## config.mk

```make
export PLATFORM = sky130hd
export DESIGN_NAME = logic_gate_pipe
export DESIGN_NICKNAME = d
export VERILOG_FILES = /design/src/rtl/logic_gate_pipe.sv
export SDC_FILE = /design/constraint.sdc
export NUM_CORES = 1
export LEC_CHECK = 0
export CAP_MARGIN = 20
export CORE_ASPECT_RATIO = 0.8
export CORE_UTILIZATION = 50
export CTS_CLUSTER_SIZE = 8
export DETAILED_ROUTE_END_ITERATION = 6
export GPL_TIMING_DRIVEN = 0
export PLACE_DENSITY = 0.8
export SYNTH_ARGS = -nofsm -noshare
export SYNTH_HDL_FRONTEND = slang
export SYNTH_SLANG_ARGS = --single-unit
```

## constraint.sdc

```tcl
create_clock -name clk -period 2.4 [get_ports clk]
set_input_delay 0.36 -clock clk [delete_from_list [all_inputs] [get_ports clk]]
set_output_delay 0.36 -clock clk [all_outputs]
set_load 0.01 [all_outputs]
```

## src/rtl/logic_gate_pipe.sv

```systemverilog
// logic_gate_pipe: registered N-input bitwise logic unit with an output FIFO.
// NUM_IN operands of WIDTH bits each are combined with a runtime-selected
// bitwise function. The result is pushed into a DEPTH-entry FIFO on the
// accepting edge, so it appears at the head one cycle later.
// Optional feature macro: LOGIC_GATE_PIPE_TXN_COUNT_EN adds a 16-bit
// wrapping count of accepted input transactions on port txn_count.
//
// Handshake: a transfer happens on a rising edge where valid & ready are both
// high. The input side accepts when in_valid & in_ready. The output side pops
// when out_valid & out_ready. in_ready depends only on rst and the registered
// occupancy, never on out_ready. out_valid and out_data depend only on
// registered state, so they hold steady while the consumer stalls.
module logic_gate_pipe #(
  parameter int WIDTH  = 8,
  parameter int NUM_IN = 2,
  parameter int DEPTH  = 4
) (
  input  logic                       clk,
  input  logic                       rst,
  input  logic                       in_valid,
  output logic                       in_ready,
  input  logic [2:0]                 in_op,
  input  logic [NUM_IN*WIDTH-1:0]    in_data,
  output logic                       out_valid,
  input  logic                       out_ready,
  output logic [WIDTH-1:0]           out_data,
  output logic [$clog2(DEPTH+1)-1:0] out_count
`ifdef LOGIC_GATE_PIPE_TXN_COUNT_EN
  ,
  output logic [15:0]                txn_count
`endif
);

  localparam int AW = (DEPTH > 1) ? $clog2(DEPTH) : 1;
  localparam int CW = $clog2(DEPTH + 1);
  localparam logic [CW-1:0] FULL_CNT = CW'(DEPTH);

  typedef enum logic [2:0] {
    OP_AND  = 3'd0,
    OP_OR   = 3'd1,
    OP_XOR  = 3'd2,
    OP_NAND = 3'd3,
    OP_NOR  = 3'd4,
    OP_XNOR = 3'd5,
    OP_NOT0 = 3'd6,
    OP_PASS = 3'd7
  } op_e;

  logic [WIDTH-1:0] red_and;
  logic [WIDTH-1:0] red_or;
  logic [WIDTH-1:0] red_xor;
  logic [WIDTH-1:0] op0;
  logic [WIDTH-1:0] result;

  logic [WIDTH-1:0] mem_q [DEPTH];
  logic [AW-1:0]    wr_ptr_q, wr_ptr_d;
  logic [AW-1:0]    rd_ptr_q, rd_ptr_d;
  logic [CW-1:0]    count_q, count_d;

  logic push;
  logic pop;

  // Reduce all operands bitwise, then pick the selected function.
  always_comb begin
    op0     = in_data[WIDTH-1:0];
    red_and = op0;
    red_or  = op0;
    red_xor = op0;
    for (int i = 1; i < NUM_IN; i++) begin
      red_and = red_and & in_data[i*WIDTH +: WIDTH];
      red_or  = red_or  | in_data[i*WIDTH +: WIDTH];
      red_xor = red_xor ^ in_data[i*WIDTH +: WIDTH];
    end
    case (op_e'(in_op))
      OP_AND:  result = red_and;
      OP_OR:   result = red_or;
      OP_XOR:  result = red_xor;
      OP_NAND: result = ~red_and;
      OP_NOR:  result = ~red_or;
      OP_XNOR: result = ~red_xor;
      OP_NOT0: result = ~op0;
      OP_PASS: result = op0;
      default: result = op0;
    endcase
  end

  // A full FIFO blocks input even when the consumer pops this same cycle.
  assign in_ready  = !rst && (count_q != FULL_CNT);
  assign out_valid = (count_q != '0);
  assign out_data  = out_valid ? mem_q[rd_ptr_q] : '0;
  assign out_count = count_q;

  assign push = in_valid && in_ready;
  assign pop  = out_valid && out_ready;

  // Next-state for pointers and occupancy; pointers wrap modulo DEPTH.
  always_comb begin
    wr_ptr_d = wr_ptr_q;
    rd_ptr_d = rd_ptr_q;
    count_d  = count_q;
    if (push) wr_ptr_d = wr_ptr_q + AW'(1);
    if (pop)  rd_ptr_d = rd_ptr_q + AW'(1);
    case ({push, pop})
      2'b10:   count_d = count_q + CW'(1);
      2'b01:   count_d = count_q - CW'(1);
      default: count_d = count_q;
    endcase
  end

  // Pointer and occupancy registers; reset discards everything buffered.
  always_ff @(posedge clk) begin
    if (rst) begin
      wr_ptr_q <= '0;
      rd_ptr_q <= '0;
      count_q  <= '0;
    end else begin
      wr_ptr_q <= wr_ptr_d;
      rd_ptr_q <= rd_ptr_d;
      count_q  <= count_d;
    end
  end

  // Storage write; push is already suppressed while rst is high.
  always_ff @(posedge clk) begin
    if (push) mem_q[wr_ptr_q] <= result;
  end

`ifdef LOGIC_GATE_PIPE_TXN_COUNT_EN
  logic [15:0] txn_count_q, txn_count_d;

  // Accepted-transaction counter, wraps naturally at 16 bits.
  always_comb begin
    txn_count_d = txn_count_q;
    if (push) txn_count_d = txn_count_q + 16'd1;
  end

  // Counter register.
  always_ff @(posedge clk) begin
    if (rst) txn_count_q <= '0;
    else     txn_count_q <= txn_count_d;
  end

  assign txn_count = txn_count_q;
`endif

endmodule

```

==> out/qor.csv, run 1 <==
stage;metric;value;unit
outcome;status;finished clean;
timing;final.setup_skew;0.003813;ns
global_routing;busiest_layer;met2;
floorplan;io_pins;36;
global_routing;grt_pass1_vias;1494;
critical_path;rr_worst_depth;9;
critical_path;endpoint_kind;primary output;
power_and_ir_drop;p_clk_frac;0.188;
detailed_routing;vias_per_cell;5.129;
power_and_ir_drop;peakVddDrop;0.0005318;V
synthesis;ys_warn_count;0;
synthesis;ys_seq_area_frac;0.4578;
min_path;hold_path.startpoint;rst;
finish;final_nets;295;
synthesis;avgSynthCellArea;11.76;um2
timing;hold_viol;0;
power_and_ir_drop;p_sw;0.6468;mW
clock_network;cts-htree-levels;2;
timing;slew_violations;0;
floorplan;dieArea;0.005273;mm2
synthesis;synth-xor-area-share;0.04217;
clock_network;cts_made_buffers;5;
synthesis;syn_area;0.002492;mm2
flow_run;drv_cap;0;
global_routing;grt_max_degree;13;
synthesis;synth-compound-area-share;0.07480;
power_and_ir_drop;p_comb_frac;0.398;
detailed_routing;drt-initial-drc-count;49;
critical_path;cp_data_required_time;2.04;ns
detailed_routing;wire_per_inst;13.16;um
synthesis;synthTopCellsByArea;edfxtp_1, mux4_2, ha_1, dfxtp_1, inv_1;
synthesis;syn-num-nets;257;
global_routing;antenna_found_initial;0;
detailed_routing;routed_wl;4.092;mm
clock_network;cts.sinks;41;
place;hpwl;3.138;mm
critical_path;start_kind;flip-flop;
power_and_ir_drop;intPower;1.536;mW
synthesis;yosys.area.top_type;edfxtp_1;
critical_path;r2r-start;out_count[1];
detailed_routing;antenna_left;0;
place;place_ws;-0.02835;ns
floorplan;start_util;0.5326;
timing;timing.final.crit_share;0.9595;
place;placed_area;0.002888;mm2
floorplan;coreArea;0.004679;mm2
finish;syn_to_final_growth;19.28;%
timing;setup-violations-final;0;
synthesis;synth-edff-count;32;
timing;slew_headroom;0.6139;
critical_path;worstPathArrival;1.94;ns
global_routing;grt_use_met1;0.2479;
finish;final_layout_size_suffix_gt1_frac;0.1394;
clock_network;cts.clk_slew.worst_paths;0.07;ns
power_and_ir_drop;leakagePower;1.126;nW
synthesis;synthSimpleGateAreaFrac;0.1049;
synthesis;syn_inst;212;
synthesis;muxShareOfSynthArea;0.1355;
finish;final_area;0.002973;mm2
timing;tightest_slew;0.5731;ns
synthesis;netlist.area_leader.share;0.3855;
min_path;min_path_type;input pin to flip-flop;
global_routing;met2_usage;0.2794;
clock_network;clk_latency;0.29;ns
place;portBuffers;32;
global_routing;use_met3;0.03750;
floorplan;placement_rows;22;
timing;fmax;434.2;MHz
synthesis;yosys.cell_types.count;34;
timing;fin_crit;2.303;ns
clock_network;clockBufferDepth;2;
synthesis;synth_top_family_by_area;multiplexers;
min_path;whs_path_depth;2;
synthesis;async_flop_share;0;
global_routing;grt_pass1_wl;6.906;mm
critical_path;path_class;flip-flop to primary output;
clock_network;root_buffer;clkbuf_8;
floorplan;die_height;65.15;um
finish;layout_common_cells;clkdlybuf4s50_1, edfxtp_1, inv_1, ha_1, nor2_1;
synthesis;synth_seq_cells;41;
timing;finalHoldWorstSlack;0.4831;ns
detailed_routing;vias;1595;
synthesis;synth_flop_cell;edfxtp_1;
synthesis;yosys.area_share.adder;0.1135;
timing;finalWorstSetupSlack;0.09708;ns
finish;diodes;0;
clock_network;post_cts_buffers;0;
global_routing;grt_use_total;0.1778;
timing;rsz0062_at_grt;false;
floorplan;die_w;80.94;um
detailed_routing;route.detailed.drc;0;
global_routing;grt_overflow;0;
power_and_ir_drop;p_sw_frac;0.2963;
critical_path;crit_path_max_fanout;8;
power_and_ir_drop;p_per_area;734.3;mW/mm2
clock_network;cts_tree;built;
detailed_routing;dr.pass1.iters;4;
power_and_ir_drop;seqPwrFrac;0.413;
place;gp_congestion;0.8445;
clock_network;cts_hold_buf;0;
through the flow:
step	std cells	setup TNS, ns	utilization	power [mW]
2_1_floorplan	212	0	-	1.444
3_3_place_gp	304	0	0.6171	1.761
3_5_place_dp	304	-0.1133	0.6171	1.782
4_1_cts	312	0	0.6353	2.199
5_1_grt	311	0	0.6353	2.336
6_report	311	0	0.6353	2.183
state kept, by name, summed over array words and instances, names as in the netlist, named ones only:
name       count
mem_q         32
out_count      3
rd_ptr_q       2
wr_ptr_q       2
cell usage after synthesis, types with 2 or more instances:
| cell type | number |
|---|---|
| a21oi_1 | 11 |
| and2_1 | 13 |
| buf_2 | 5 |
| buf_4 | 2 |
| buf_6 | 2 |
| clkbuf_1 | 2 |
| dfxtp_1 | 9 |
| edfxtp_1 | 32 |
| ha_1 | 21 |
| inv_1 | 23 |
| mux4_2 | 15 |
| nand2_1 | 15 |
| nor2_1 | 16 |
| o21ai_0 | 9 |
| o21ai_1 | 7 |
| or3_1 | 2 |
| xnor2_1 | 8 |
| xor2_1 | 4 |
worst max-delay path, stage by stage, from the launching register on:
cell	delay, ns
dfxtp_1	0.34
buf_6	0.17
mux4_2	0.52
and2_1	0.17
clkdlybuf4s50_1	0.46
power by group through the flow:
stage | combinational (mW) | clock, mW | sequential [mW]
2_1_floorplan | 0.537 | 0 | 0.907
3_3_place_gp | 0.854 | 0 | 0.906
3_5_place_dp | 0.871 | 0 | 0.911
4_1_cts | 0.878 | 0.425 | 0.895
5_1_grt | 0.967 | 0.458 | 0.911
6_report | 0.870 | 0.411 | 0.903
path summary, 6_finish.rpt:
| check | slack [ns] | endpoint |
|---|---|---|
| setup reg to reg | 0.29 | out_count[2] |
| hold reg to reg | 0.53 | rd_ptr_q[1] |
| hold / removal | 0.48 | out_count[0] |
| setup / recovery | 0.1 | out_data[4] |
per-layer routing:
metal  vias up  share of wire
met1       730           0.49
met3         5          0.037
met2        43           0.46
met5         -              0
met4         0          0.013
li1        817              -
cell type report:
class	instances	area (um2)
Sequential cell	41	1141
Clock buffer	6	72.57
Clock inverter	2	10.01
Inverter	24	92.59
Tap cell	60	75.07
Timing Repair Buffer	32	320.3
Multi-Input combinational cell	135	1174
Fill cell	387	1707
Buffer	11	87.58
cell families (layout without fill, tap and decap cells):
group	after synthesis	in the layout
flops	41	41
fa+ha+maj	22	22
buf+inv	36	75
mux	15	15
xor+xnor	12	12
compound gates	32	32
simple gates	54	54
repair_timing:
action / 4_1_cts / 5_1_grt
setup endpoints to repair: 8 / 8
resized for setup: 1 / 1
endpoints found under the hold margin: 0 / 0
No activity file was read; power rests on OpenSTA's default activity.
==> run 2, diff against run 1 <==
--- a/config.mk
+++ b/config.mk
@@ -5,13 +5,15 @@
 export SDC_FILE = /design/constraint.sdc
 export NUM_CORES = 1
 export LEC_CHECK = 0
-export CAP_MARGIN = 20
+export CELL_PAD_IN_SITES_DETAIL_PLACEMENT = 0
+export CELL_PAD_IN_SITES_GLOBAL_PLACEMENT = 1
 export CORE_ASPECT_RATIO = 0.8
-export CORE_UTILIZATION = 50
+export CORE_MARGIN = 2
+export CORE_UTILIZATION = 43
 export CTS_CLUSTER_SIZE = 8
 export DETAILED_ROUTE_END_ITERATION = 6
 export GPL_TIMING_DRIVEN = 0
-export PLACE_DENSITY = 0.8
+export PLACE_DENSITY = 0.85
 export SYNTH_ARGS = -nofsm -noshare
 export SYNTH_HDL_FRONTEND = slang
 export SYNTH_SLANG_ARGS = --single-unit
==> out/qor.csv, run 2 (same netlist as run 1, synthesis figures left out) <==
stage;metric;value;unit;change
min_path;whs_endpoint;rd_ptr_q[0];;
finish;final_nets;295;;unchanged
timing;slew_headroom;0.6345;;+0.02061
floorplan;io_pins;36;;unchanged
timing;final.setup_skew;0.005685;ns;+0.001872 ns
floorplan;die_height;72.10;um;+11%
finish;largest_register_ff_count;32;;unchanged
clock_network;cts_made_buffers;5;;unchanged
floorplan;start_util;0.4511;;-0.08153
finish;final_core_util;0.5455;;-0.08978
timing;slew_violations;0;;unchanged
critical_path;reg2reg_slack;0.27;ns;-0.02 ns
timing;rsz0062_at_grt;false;;
critical_path;start_kind;flip-flop;;
critical_path;endpoint_kind;primary output;;
floorplan;die_w;89.12;um;+10%
power_and_ir_drop;seqPwrFrac;0.399;;-0.014
min_path;whs_path_depth;2;;unchanged
global_routing;grt_max_degree;13;;unchanged
critical_path;crit_path_max_fanout;8;;unchanged
critical_path;r2r_end;out_count[2];;
finish;final_layout_size_suffix_gt1_frac;0.1434;;+0.003984
timing;timing.final.crit_share;0.9631;;+0.003571
clock_network;cts.sinks;41;;unchanged
timing;tightest_slew;0.5425;ns;-0.03059 ns
clock_network;clockBufferDepth;2;;unchanged
power_and_ir_drop;p_sw;0.6666;mW;+3.1%
detailed_routing;routed_wl;4.485;mm;+9.6%
finish;layout_common_cells;clkdlybuf4s50_1, edfxtp_1, inv_1, ha_1, nor2_1;;
critical_path;r2r-start;out_count[1];;
timing;finalHoldWorstSlack;0.4701;ns;-0.01292 ns
detailed_routing;route.detailed.drc;0;;unchanged
power_and_ir_drop;intPower;1.596;mW;+3.9%
finish;syn_to_final_growth;20.93;%;
detailed_routing;antenna_left;0;;unchanged
timing;finalWorstSetupSlack;0.08851;ns;-0.008571 ns
detailed_routing;wire_per_inst;13.63;um;+3.6%
min_path;hold_path.startpoint;rst;;
floorplan;dieArea;0.006425;mm2;+22%
power_and_ir_drop;p_comb_frac;0.387;;-0.011
detailed_routing;dr.pass1.iters;4;;unchanged
timing;setup-violations-final;0;;unchanged
power_and_ir_drop;p_sw_frac;0.2946;;-0.001715
floorplan;placement_rows;24;;+9.1%
finish;n_fill_cell;504;;+30%
timing;fin_setup_tns;0;ns;unchanged
power_and_ir_drop;leakagePower;1.136;nW;+0.82%
flow_run;drv_cap;0;;unchanged
detailed_routing;vias;1631;;+2.3%
critical_path;worstPathArrival;1.95;ns;about the same
finish;largest_register;mem_q;;
power_and_ir_drop;p_clk_frac;0.214;;+0.026
outcome;status;finished clean;;
global_routing;antenna_found_initial;0;;unchanged
power_and_ir_drop;peakVddDrop;0.0002668;V;-50%
timing;hold_viol;0;;unchanged
clock_network;cts_tree;built;;
floorplan;coreArea;0.005525;mm2;+18%
clock_network;cts-htree-levels;2;;unchanged
power_and_ir_drop;p_per_area;750.7;mW/mm2;+2.2%
critical_path;path_class;flip-flop to primary output;;
detailed_routing;vias_per_cell;4.957;;-3.3%
clock_network;clk_latency;0.30;ns;about the same
timing;fin_crit;2.311;ns;+0.008571 ns
global_routing;grt_pass1_wl;7.155;mm;+3.6%
critical_path;cp_data_required_time;2.04;ns;about the same
global_routing;grt_use_total;0.1506;;-0.02719
global_routing;grt_overflow;0;;unchanged
place;portBuffers;32;;unchanged
timing;fmax;432.6;MHz;-0.37%
finish;diodes;0;;unchanged
detailed_routing;drt-initial-drc-count;85;;+73%
critical_path;rr_worst_depth;9;;unchanged
min_path;min_path_type;input pin to flip-flop;;
global_routing;grt_pass1_vias;1491;;-0.20%
clock_network;root_buffer;clkbuf_8;;
place;place_ws;-0.02678;ns;+0.001567 ns
clock_network;cts_hold_buf;0;;unchanged
place;gp_congestion;0.7249;;-14%
clock_network;cts.clk_slew.worst_paths;0.07;ns;about the same
place;hpwl;3.406;mm;+8.6%
run 2: cell count changes in the layout (fill, tap and decap cells not counted):
| cell | delta |
|---|---|
| clkbuf_8 | +2 |
| clkbuf_1 | -1 |
| clkinv_2 | -1 |
run 2: worst max-delay path by stage:
stage                     slack [ns]      endpoint  depth (start not counted)        from
after global routing           0.007   out_data[5]                          4   flip-flop
after floorplan                 0.37  out_count[2]                          9         rst
after global placement          0.04   mem_q[0][7]                          5  in_data[7]
after detailed placement       -0.03  out_count[2]                         10    in_valid
after CTS                       0.04   out_data[4]                          4   flip-flop
final                           0.09   out_data[1]                          4   flip-flop
run 2: routing by layer:
layer	up-vias	GRT usage	routed length (um)
met1	773	0.2041	2169
met4	0	0.06468	85
li1	812	-	-
met5	-	0	0
met2	40	0.2305	2057
met3	6	0.03868	172
run 2: area by class of cell:
cell class	instances	area, um2	area share
multi-input combinational	135	1174	0.3894
sequential	41	1141	0.3786
timing repair buffer	32	320.3	0.1063
tap	78	97.59	0.03238
clock buffer	7	96.34	0.03196
inverter	24	92.59	0.03072
buffer	11	87.58	0.02906
clock inverter	1	5.005	0.001660
run 2: power by group through the flow:
stage / Clock, mW / Sequential, mW / Combinational, mW
finish: 0.485 / 0.903 / 0.875
global route: 0.522 / 0.913 / 0.966
global placement: 0 / 0.907 / 0.857
detailed placement: 0 / 0.910 / 0.883
CTS: 0.497 / 0.900 / 0.883
floorplan: 0 / 0.907 / 0.537
run 2: timing repair:
action | CTS | global route
gates resized for setup | 1 | 1
endpoints found under the setup margin | 8 | 5
pin swaps | 0 | 0
setup buffers | 0 | 0
run 2: critical path: stages, from the launching register on:
cell	delay, ns
dfxtp_1	0.33
buf_6	0.16
mux4_2	0.52
and2_1	0.17
clkdlybuf4s50_1	0.47
run 2: stage by stage:
| stage | instances | power (mW) | instance area [um2] |
|---|---|---|---|
| finish | 329 | 2.263 | 3014 |
| global route | 329 | 2.401 | 3014 |
| CTS | 329 | 2.280 | 3010 |
| detailed placement | 322 | 1.793 | 2910 |
| global placement | 322 | 1.764 | 2910 |
| floorplan | 212 | 1.444 | 2492 |
